==> config.mk <==
export PLATFORM = sky130hd
export DESIGN_NAME = muldiv_unit_flat
export DESIGN_NICKNAME = d
export VERILOG_FILES = /design/src/rtl/muldiv_pkg.sv /design/src/rtl/muldiv_unit_if.sv /design/src/rtl/div_core.sv /design/src/rtl/muldiv_unit.sv /design/src/flat_wrapper.sv
export SDC_FILE = /design/constraint.sdc
export NUM_CORES = 2
export LEC_CHECK = 0
export BUFFER_PORTS_ARGS = -buffer_cell sky130_fd_sc_hd__buf_4
export CAP_MARGIN = 10
export CORE_ASPECT_RATIO = 1.4
export CORE_UTILIZATION = 38
export CTS_CLUSTER_DIAMETER = 30
export DETAILED_ROUTE_END_ITERATION = 8
export PLACE_DENSITY = 0.62
export SLEW_MARGIN = 20
export SYNTH_ARGS = -nofsm -noshare
export SYNTH_HDL_FRONTEND = slang
export SYNTH_HIERARCHICAL = 1
export SYNTH_SLANG_ARGS = --single-unit
==> constraint.sdc <==
create_clock -name clk -period 8.09 [get_ports clk]
set_input_delay 0 -clock clk [delete_from_list [all_inputs] [get_ports clk]]
set_output_delay 0 -clock clk [all_outputs]
set_load 0.1 [all_outputs]
==> src/rtl/muldiv_pkg.sv <==
// muldiv_pkg: shared types and constants for the RV32M multiply/divide unit.
//   op_e    : funct3 encodings of the eight M-extension operations
//   state_e : sequencing states of muldiv_unit
//   DIV_ZERO_Q, INT_MIN : special-case result constants
//   negate_if : two's complement negation when a condition holds
package muldiv_pkg;

  typedef enum logic [2:0] {
    OP_MUL    = 3'b000,
    OP_MULH   = 3'b001,
    OP_MULHSU = 3'b010,
    OP_MULHU  = 3'b011,
    OP_DIV    = 3'b100,
    OP_DIVU   = 3'b101,
    OP_REM    = 3'b110,
    OP_REMU   = 3'b111
  } op_e;

  typedef enum logic [1:0] {
    IDLE = 2'd0,
    MUL  = 2'd1,
    DIV  = 2'd2,
    DONE = 2'd3
  } state_e;

  localparam logic [31:0] DIV_ZERO_Q = 32'hFFFF_FFFF;
  localparam logic [31:0] INT_MIN    = 32'h8000_0000;

  function automatic logic [31:0] negate_if(input logic [31:0] value, input logic neg);
    return neg ? (~value + 32'd1) : value;
  endfunction

endpackage

==> src/rtl/muldiv_unit_if.sv <==
// muldiv_unit_if: request/response bundle between the core and muldiv_unit.
//   start/op/src_a/src_b/rd_in : request (op is funct3, operands are RD1/RD2)
//   flush                      : abort the in-flight operation
//   busy                       : core must stall
//   done/result/rd_out         : one-cycle write-back strobe with data and rd
// master = core side, slave = execution unit side.
interface muldiv_unit_if #(
  parameter int DATAWIDTH = 32,
  parameter int ADDRWIDTH = 5
);

  logic                 start;
  logic [2:0]           op;
  logic [DATAWIDTH-1:0] src_a;
  logic [DATAWIDTH-1:0] src_b;
  logic [ADDRWIDTH-1:0] rd_in;
  logic                 flush;
  logic                 busy;
  logic                 done;
  logic [DATAWIDTH-1:0] result;
  logic [ADDRWIDTH-1:0] rd_out;

  modport master (
    output start, op, src_a, src_b, rd_in, flush,
    input  busy, done, result, rd_out
  );

  modport slave (
    input  start, op, src_a, src_b, rd_in, flush,
    output busy, done, result, rd_out
  );

endinterface

==> src/rtl/div_core.sv <==
// div_core: unsigned radix-2 restoring divider datapath.
//   clk, rst          : clock, synchronous active-high reset
//   load              : capture dividend/divisor magnitudes, clear remainder
//   step              : resolve one quotient bit (shift-subtract)
//   dividend, divisor : unsigned magnitudes, sampled on load
//   quo_next, rem_next: quotient/remainder after the step taken this cycle;
//                       the parent samples these on the final step so the
//                       last bit does not need an extra cycle.
module div_core #(
  parameter int DATAWIDTH = 32
) (
  input  logic                 clk,
  input  logic                 rst,
  input  logic                 load,
  input  logic                 step,
  input  logic [DATAWIDTH-1:0] dividend,
  input  logic [DATAWIDTH-1:0] divisor,
  output logic [DATAWIDTH-1:0] quo_next,
  output logic [DATAWIDTH-1:0] rem_next
);

  logic [DATAWIDTH-1:0] rem_q, rem_d;
  logic [DATAWIDTH-1:0] quo_q, quo_d;
  logic [DATAWIDTH-1:0] dvsr_q, dvsr_d;
  logic [DATAWIDTH:0]   partial;
  logic [DATAWIDTH:0]   diff;

  // The quotient register doubles as the dividend shift register: its MSB
  // moves into the partial remainder and the new quotient bit enters at LSB.
  // A clear borrow bit means the trial subtraction succeeded.
  always_comb begin
    partial  = {rem_q, quo_q[DATAWIDTH-1]};
    diff     = partial - {1'b0, dvsr_q};
    quo_next = {quo_q[DATAWIDTH-2:0], ~diff[DATAWIDTH]};
    rem_next = diff[DATAWIDTH] ? partial[DATAWIDTH-1:0] : diff[DATAWIDTH-1:0];

    rem_d  = rem_q;
    quo_d  = quo_q;
    dvsr_d = dvsr_q;
    if (load) begin
      rem_d  = '0;
      quo_d  = dividend;
      dvsr_d = divisor;
    end else if (step) begin
      rem_d = rem_next;
      quo_d = quo_next;
    end
  end

  always_ff @(posedge clk) begin
    if (rst) begin
      rem_q  <= '0;
      quo_q  <= '0;
      dvsr_q <= '0;
    end else begin
      rem_q  <= rem_d;
      quo_q  <= quo_d;
      dvsr_q <= dvsr_d;
    end
  end

endmodule

==> src/rtl/muldiv_unit.sv <==
// muldiv_unit: multi-cycle RV32M multiply/divide execution unit.
//   clk, rst : clock, synchronous active-high reset
//   bus      : muldiv_unit_if.slave (start/op/src_a/src_b/rd_in/flush in,
//              busy/done/result/rd_out out)
// Multiplies take one MUL cycle; divides take 32 DIV cycles; divide by zero
// and signed overflow complete directly from the accepting cycle.
module muldiv_unit
  import muldiv_pkg::*;
#(
  parameter int DATAWIDTH = 32,
  parameter int ADDRWIDTH = 5
) (
  input logic          clk,
  input logic          rst,
  muldiv_unit_if.slave bus
);

  state_e               state_q, state_d;
  logic [4:0]           cnt_q, cnt_d;
  op_e                  op_q, op_d;
  logic [DATAWIDTH-1:0] a_q, a_d;
  logic [DATAWIDTH-1:0] b_q, b_d;
  logic [ADDRWIDTH-1:0] rd_q, rd_d;
  logic [DATAWIDTH-1:0] result_q, result_d;
  logic [ADDRWIDTH-1:0] rd_out_q, rd_out_d;
  logic                 done_q, done_d;

  logic                 div_load, div_step;
  logic [DATAWIDTH-1:0] dividend_mag, divisor_mag;
  logic [DATAWIDTH-1:0] quo_next, rem_next;

  logic                 req_is_mul, req_signed, req_is_rem;
  logic                 req_div_zero, req_overflow;
  logic [DATAWIDTH-1:0] special_res;

  logic                 a_sgn, b_sgn;
  logic [2*DATAWIDTH-1:0] a_ext, b_ext, product;
  logic [DATAWIDTH-1:0] mul_res;
  logic [DATAWIDTH-1:0] div_res;

  // Decode of the incoming request; used only in the accepting cycle.
  // funct3[2] selects divide, funct3[0] unsigned, funct3[1] remainder.
  always_comb begin
    req_is_mul   = ~bus.op[2];
    req_signed   = ~bus.op[0];
    req_is_rem   = bus.op[1];
    req_div_zero = (bus.src_b == '0);
    req_overflow = req_signed && (bus.src_a == INT_MIN) && (bus.src_b == DIV_ZERO_Q);
    if (req_div_zero) begin
      special_res = req_is_rem ? bus.src_a : DIV_ZERO_Q;
    end else begin
      special_res = req_is_rem ? '0 : INT_MIN;
    end
    dividend_mag = negate_if(bus.src_a, req_signed & bus.src_a[DATAWIDTH-1]);
    divisor_mag  = negate_if(bus.src_b, req_signed & bus.src_b[DATAWIDTH-1]);
  end

  // The low half of a 64x64 product of the sign/zero-extended operands is
  // the exact 64-bit result for every signedness combination.
  always_comb begin
    a_sgn   = (op_q == OP_MULH) || (op_q == OP_MULHSU);
    b_sgn   = (op_q == OP_MULH);
    a_ext   = {{DATAWIDTH{a_sgn & a_q[DATAWIDTH-1]}}, a_q};
    b_ext   = {{DATAWIDTH{b_sgn & b_q[DATAWIDTH-1]}}, b_q};
    product = a_ext * b_ext;
    mul_res = (op_q == OP_MUL) ? product[DATAWIDTH-1:0] : product[2*DATAWIDTH-1:DATAWIDTH];
  end

  // Sign fix-up applied to the final divider step: the quotient is negative
  // when operand signs differ, the remainder follows the dividend.
  always_comb begin
    if (op_q[1]) begin
      div_res = negate_if(rem_next, ~op_q[0] & a_q[DATAWIDTH-1]);
    end else begin
      div_res = negate_if(quo_next,
                          ~op_q[0] & (a_q[DATAWIDTH-1] ^ b_q[DATAWIDTH-1]));
    end
  end

  div_core #(
    .DATAWIDTH(DATAWIDTH)
  ) u_div_core (
    .clk      (clk),
    .rst      (rst),
    .load     (div_load),
    .step     (div_step),
    .dividend (dividend_mag),
    .divisor  (divisor_mag),
    .quo_next (quo_next),
    .rem_next (rem_next)
  );

  // Next-state logic. Results are written only on completion, so a flush
  // leaves result/rd_out untouched. Flush dominates a same-cycle start.
  always_comb begin
    state_d  = state_q;
    cnt_d    = cnt_q;
    op_d     = op_q;
    a_d      = a_q;
    b_d      = b_q;
    rd_d     = rd_q;
    result_d = result_q;
    rd_out_d = rd_out_q;
    done_d   = 1'b0;
    div_load = 1'b0;
    div_step = 1'b0;

    if (bus.flush) begin
      state_d = IDLE;
    end else begin
      case (state_q)
        MUL: begin
          state_d  = DONE;
          done_d   = 1'b1;
          result_d = mul_res;
          rd_out_d = rd_q;
        end
        DIV: begin
          div_step = 1'b1;
          cnt_d    = cnt_q + 5'd1;
          if (cnt_q == 5'd31) begin
            state_d  = DONE;
            done_d   = 1'b1;
            result_d = div_res;
            rd_out_d = rd_q;
          end
        end
        default: begin
          // IDLE and DONE both accept a new request.
          state_d = IDLE;
          if (bus.start) begin
            op_d = op_e'(bus.op);
            a_d  = bus.src_a;
            b_d  = bus.src_b;
            rd_d = bus.rd_in;
            if (req_is_mul) begin
              state_d = MUL;
            end else if (req_div_zero || req_overflow) begin
              state_d  = DONE;
              done_d   = 1'b1;
              result_d = special_res;
              rd_out_d = bus.rd_in;
            end else begin
              state_d  = DIV;
              cnt_d    = '0;
              div_load = 1'b1;
            end
          end
        end
      endcase
    end
  end

  always_ff @(posedge clk) begin
    if (rst) begin
      state_q  <= IDLE;
      cnt_q    <= '0;
      op_q     <= OP_MUL;
      a_q      <= '0;
      b_q      <= '0;
      rd_q     <= '0;
      result_q <= '0;
      rd_out_q <= '0;
      done_q   <= 1'b0;
    end else begin
      state_q  <= state_d;
      cnt_q    <= cnt_d;
      op_q     <= op_d;
      a_q      <= a_d;
      b_q      <= b_d;
      rd_q     <= rd_d;
      result_q <= result_d;
      rd_out_q <= rd_out_d;
      done_q   <= done_d;
    end
  end

  assign bus.busy   = (state_q == MUL) || (state_q == DIV);
  assign bus.done   = done_q;
  assign bus.result = result_q;
  assign bus.rd_out = rd_out_q;

endmodule

==> src/flat_wrapper.sv <==
// flat-port wrapper written by rule: the top's interface ports become plain ports
module muldiv_unit_flat import muldiv_pkg::*;
#(
  parameter int DATAWIDTH = 32,
  parameter int ADDRWIDTH = 5
)
  (clk, rst, bus_start, bus_op, bus_src_a, bus_src_b, bus_rd_in, bus_flush, bus_busy, bus_done, bus_result, bus_rd_out);
  muldiv_unit_if #(.DATAWIDTH(DATAWIDTH), .ADDRWIDTH(ADDRWIDTH)) bus_i ();
  input logic clk;
  input logic rst;
  input wire logic [$bits(bus_i.start)-1:0] bus_start;
  input wire logic [$bits(bus_i.op)-1:0] bus_op;
  input wire logic [$bits(bus_i.src_a)-1:0] bus_src_a;
  input wire logic [$bits(bus_i.src_b)-1:0] bus_src_b;
  input wire logic [$bits(bus_i.rd_in)-1:0] bus_rd_in;
  input wire logic [$bits(bus_i.flush)-1:0] bus_flush;
  output wire logic [$bits(bus_i.busy)-1:0] bus_busy;
  output wire logic [$bits(bus_i.done)-1:0] bus_done;
  output wire logic [$bits(bus_i.result)-1:0] bus_result;
  output wire logic [$bits(bus_i.rd_out)-1:0] bus_rd_out;
  assign bus_i.start = bus_start;
  assign bus_i.op = bus_op;
  assign bus_i.src_a = bus_src_a;
  assign bus_i.src_b = bus_src_b;
  assign bus_i.rd_in = bus_rd_in;
  assign bus_i.flush = bus_flush;
  assign bus_busy = bus_i.busy;
  assign bus_done = bus_i.done;
  assign bus_result = bus_i.result;
  assign bus_rd_out = bus_i.rd_out;
  muldiv_unit #(.DATAWIDTH(DATAWIDTH), .ADDRWIDTH(ADDRWIDTH)) u_core (.clk(clk), .rst(rst), .bus(bus_i));
endmodule
==> summary.txt <==
synth warn -> 6
post-route ant nets -> 0
1st-iter DRT viols -> 2,528
TritonRoute pass-1 iters -> 6
Peak Freq -> 124.9 MHz
Mapped Cells -> 6,239
final HPWL from detailed placement -> 135,400 um
crit path kind -> register to register
crit path launch type -> register
dominant synthesized flop cell -> dfxtp_1
post-synthesis async set-or-reset flop share -> 0%
critical path's top delay family -> adder cells
Starting Density -> 38.34%
Storage cell area -> 0.004273 mm^2
initial antenna violation count -> 1
Sum Neg Setup Slack -> 0 ns
final hold vios -> 0
CTS sink cnt -> 213
Top cell by count, worst path -> fa_1
worst path buffer plus inverter count -> 11
wire per inst -> 20.20 um
global placement routability congestion -> 0.9617
met2 usage -> 44.79%
Post-Syn Area -> 0.05283 mm^2
Final period util -> 98.99%
I/O pins -> 115
Seq/Total Area, Yosys -> 8.072%
final setup fails -> 0
Vias per Instance -> 5.241
CP Data Required Time -> 8.54 ns
maxcap violations -> 0
WP data arrival -> 8.46 ns
largest net degree at the start of global routing -> 76
# diodes -> 0
GRT Resource Usage Total -> 23.83%
Num CTS Buffers -> 42
H-tree Lvls -> 2
CP Capture Type -> register
Final min period -> 8.008 ns
vias -> 42.79k
Rel. slew slack -> 24.90%
RSZ-0062 raised after global routing -> true
cell leakage power -> 27.04 nW
Hold WS -> 0.2564 ns
gr ovfl total -> 0
#FFs+latches synth -> 213
syn_area_per_cell -> 8.467 um^2
Die ar. -> 0.1405 mm^2
Residual DRC -> 0
syn nets -> 7,695
Worst path max stage delay -> 0.56 ns
grt peak-use layer -> met2
die height -> 443.2 um
share of layout cells above drive strength 1 -> 9.841%
Clock Pin Slew Worst Setup and Hold Paths -> 0.06 ns
Worst Skew -> 0.02991 ns
chip width -> 317.1 um
cell area after layout -> 0.05972 mm^2
met1 GRT Util -> 26.21%
Yosys cell types -> 91
CTS tree -> yes
Rows -> 161
post-place instance area -> 0.05691 mm^2
port buffer count -> 114
hold crit path type -> input port to register
worst vdd ir -> 0.1480 mV
CP max-delay cell -> fa_1
area occupied by multi-input gates -> 0.04272 mm^2
vias in the first global route -> 46.16k
# fillers -> 13.70k
Final Max Tran Viols -> 0
Root Driver -> clkbuf_16
crit-path max FO -> 9
met3 GRT Util -> 1.769%
Core ar. -> 0.1378 mm^2
global-route wire length before repair -> 259,000 um
outcome -> finished clean
Post-synth EDFFs -> 0
Clk Latency, worst-skew pair -> 0.57 ns
Clock Path Buffers -> 3
worst slew pin tran -> 1.124 ns
final WL -> 164,900 um
Layout Nets -> 7,795
P per Cell Area -> 93.03 mW/mm^2
area delta synth->final -> 13.05%
[flip-flops by register name, summed over array words and instances (netlist names)]
signal / flops
u_core/b_q: 32
u_core/state_q: 2
u_core/u_div_core/quo_q: 32
u_core/bus.done: 1
u_core/a_q: 32
u_core/u_div_core/rem_q: 32
u_core/rd_q: 5
u_core/bus.result: 32
u_core/op_q: 3
u_core/u_div_core/dvsr_q: 32
u_core/bus.rd_out: 5
u_core/cnt_q: 5
[timing repair]
action | CTS | global route
cloned | 0 | 1
resized for setup | 3 | 96
pin swaps | 0 | 52
hold endpoints to repair | 173 | 0
hold buffers | 85 | 0
setup buffers | 0 | 10
endpoints found under the setup margin | 3 | 27
[where the power goes]
part | switching [mW] | total [mW] | internal, mW
registers | 0.0543 | 1.15 | 1.10
logic | 1.65 | 2.64 | 0.990
clock network | 0.657 | 1.77 | 1.11
[cell usage in the layout, fill, tap and decap left out, drive strengths merged, types with 85 or more instances in the layout]
cell / instances
a21oi: 290
and2: 319
buf: 374
dfxtp: 213
dlygate4sd3: 85
fa: 1126
ha: 254
inv: 1245
nand2: 1055
nor2: 291
o21ai: 166
xnor2: 128
[metrics by stage]
stage	setup slack, ns	utilization, %	std cells	power [mW]
floorplan	0.004367	-	6239	2.817
global placement	-0.02447	41.31	7992	3.675
detailed placement	-0.01839	41.31	7992	3.697
CTS	0.005540	42.96	8153	5.515
global route	-0.1564	43.34	8164	5.832
finish	0.08176	43.34	8164	5.555
[final timing paths]
| check | cells past startpoint | from | slack [ns] | endpoint |
|---|---|---|---|---|
| worst max-delay path | 32 | u_core/op_q[0] | 0.08 | u_core/bus.result[25] |
| worst min-delay path | 4 | bus_rd_in[4] | 0.26 | u_core/rd_q[4] |
| worst max register to register | 32 | u_core/op_q[0] | 0.08 | u_core/bus.result[25] |
| worst min register to register | 2 | u_core/bus.result[14] | 0.45 | u_core/bus.result[14] |
[cell usage after synthesis (6+ instances only)]
library cell / count / share of area (%)
buf_2: 10 / 0.095
mux2i_1: 76 / 1.4
o41ai_1: 10 / 0.17
mux2_4: 23 / 0.65
buf_4: 32 / 0.45
o21bai_1: 16 / 0.23
or2_2: 19 / 0.23
a311oi_1: 6 / 0.099
a21o_1: 47 / 0.67
dfxtp_1: 213 / 8.1
nand2b_1: 22 / 0.26
nor2b_1: 26 / 0.31
nand4_1: 34 / 0.40
and2_1: 318 / 3.8
and3_1: 17 / 0.20
nor2_1: 289 / 2.1
fa_1: 1126 / 43
buf_1: 12 / 0.085
a221o_1: 13 / 0.25
a221oi_1: 15 / 0.25
a31oi_1: 25 / 0.30
a21oi_1: 287 / 2.7
inv_1: 1240 / 8.8
xnor2_1: 128 / 2.1
clkbuf_1: 345 / 2.5
xor2_1: 80 / 1.3
o211ai_1: 24 / 0.34
a211oi_1: 16 / 0.23
o21ai_1: 11 / 0.10
o21a_1: 30 / 0.43
or4_1: 14 / 0.20
nor3_1: 46 / 0.44
o31ai_1: 24 / 0.34
nand3_1: 44 / 0.42
nor4_1: 14 / 0.17
ha_1: 254 / 6.0
nand2_1: 1054 / 7.5
o21ba_2: 11 / 0.21
or3_1: 14 / 0.17
o21ai_0: 155 / 1.5
[logic make-up after synthesis]
kind of cell / after synthesis / share of synthesized area, %
and+or+nand+nor: 1947 / 16.76
adders and majority gates: 1380 / 48.69
AOI/OAI and AO/OA: 744 / 8.837
xor gates and xnor gates: 208 / 3.449
muxes: 103 / 2.179
DFF: 213 / 8.072
buffers and inverters: 1644 / 12.02
[layer usage]
| metal | share of wire [%] | vias up |
|---|---|---|
| li1 | - | 19050 |
| met1 | 36 | 22110 |
| met2 | 54 | 1225 |
| met3 | 3.8 | 406 |
| met4 | 6.3 | 0 |
| met5 | 0 | - |
[worst reg2reg max path, delay by kind of cell, from the launching register on]
kind	cells	cell delay [ns]
adder cells (fa/ha/maj)	9	4.45
buffers and inverters	11	1.20
AO/OA/AOI/OAI	6	1.03
AND/OR/NAND/NOR	5	0.64
flip-flops	1	0.34
XOR/XNOR	1	0.23
[final cells by class]
type | instances | area share [%]
inverter | 1240 | 7.811
clock buffer | 54 | 1.988
sequential | 213 | 7.155
multi-input combinational | 4382 | 71.54
tap | 1793 | 3.757
clock inverter | 22 | 0.3687
timing repair buffer | 460 | 7.385
No activity file was read; power rests on OpenSTA's default activity.
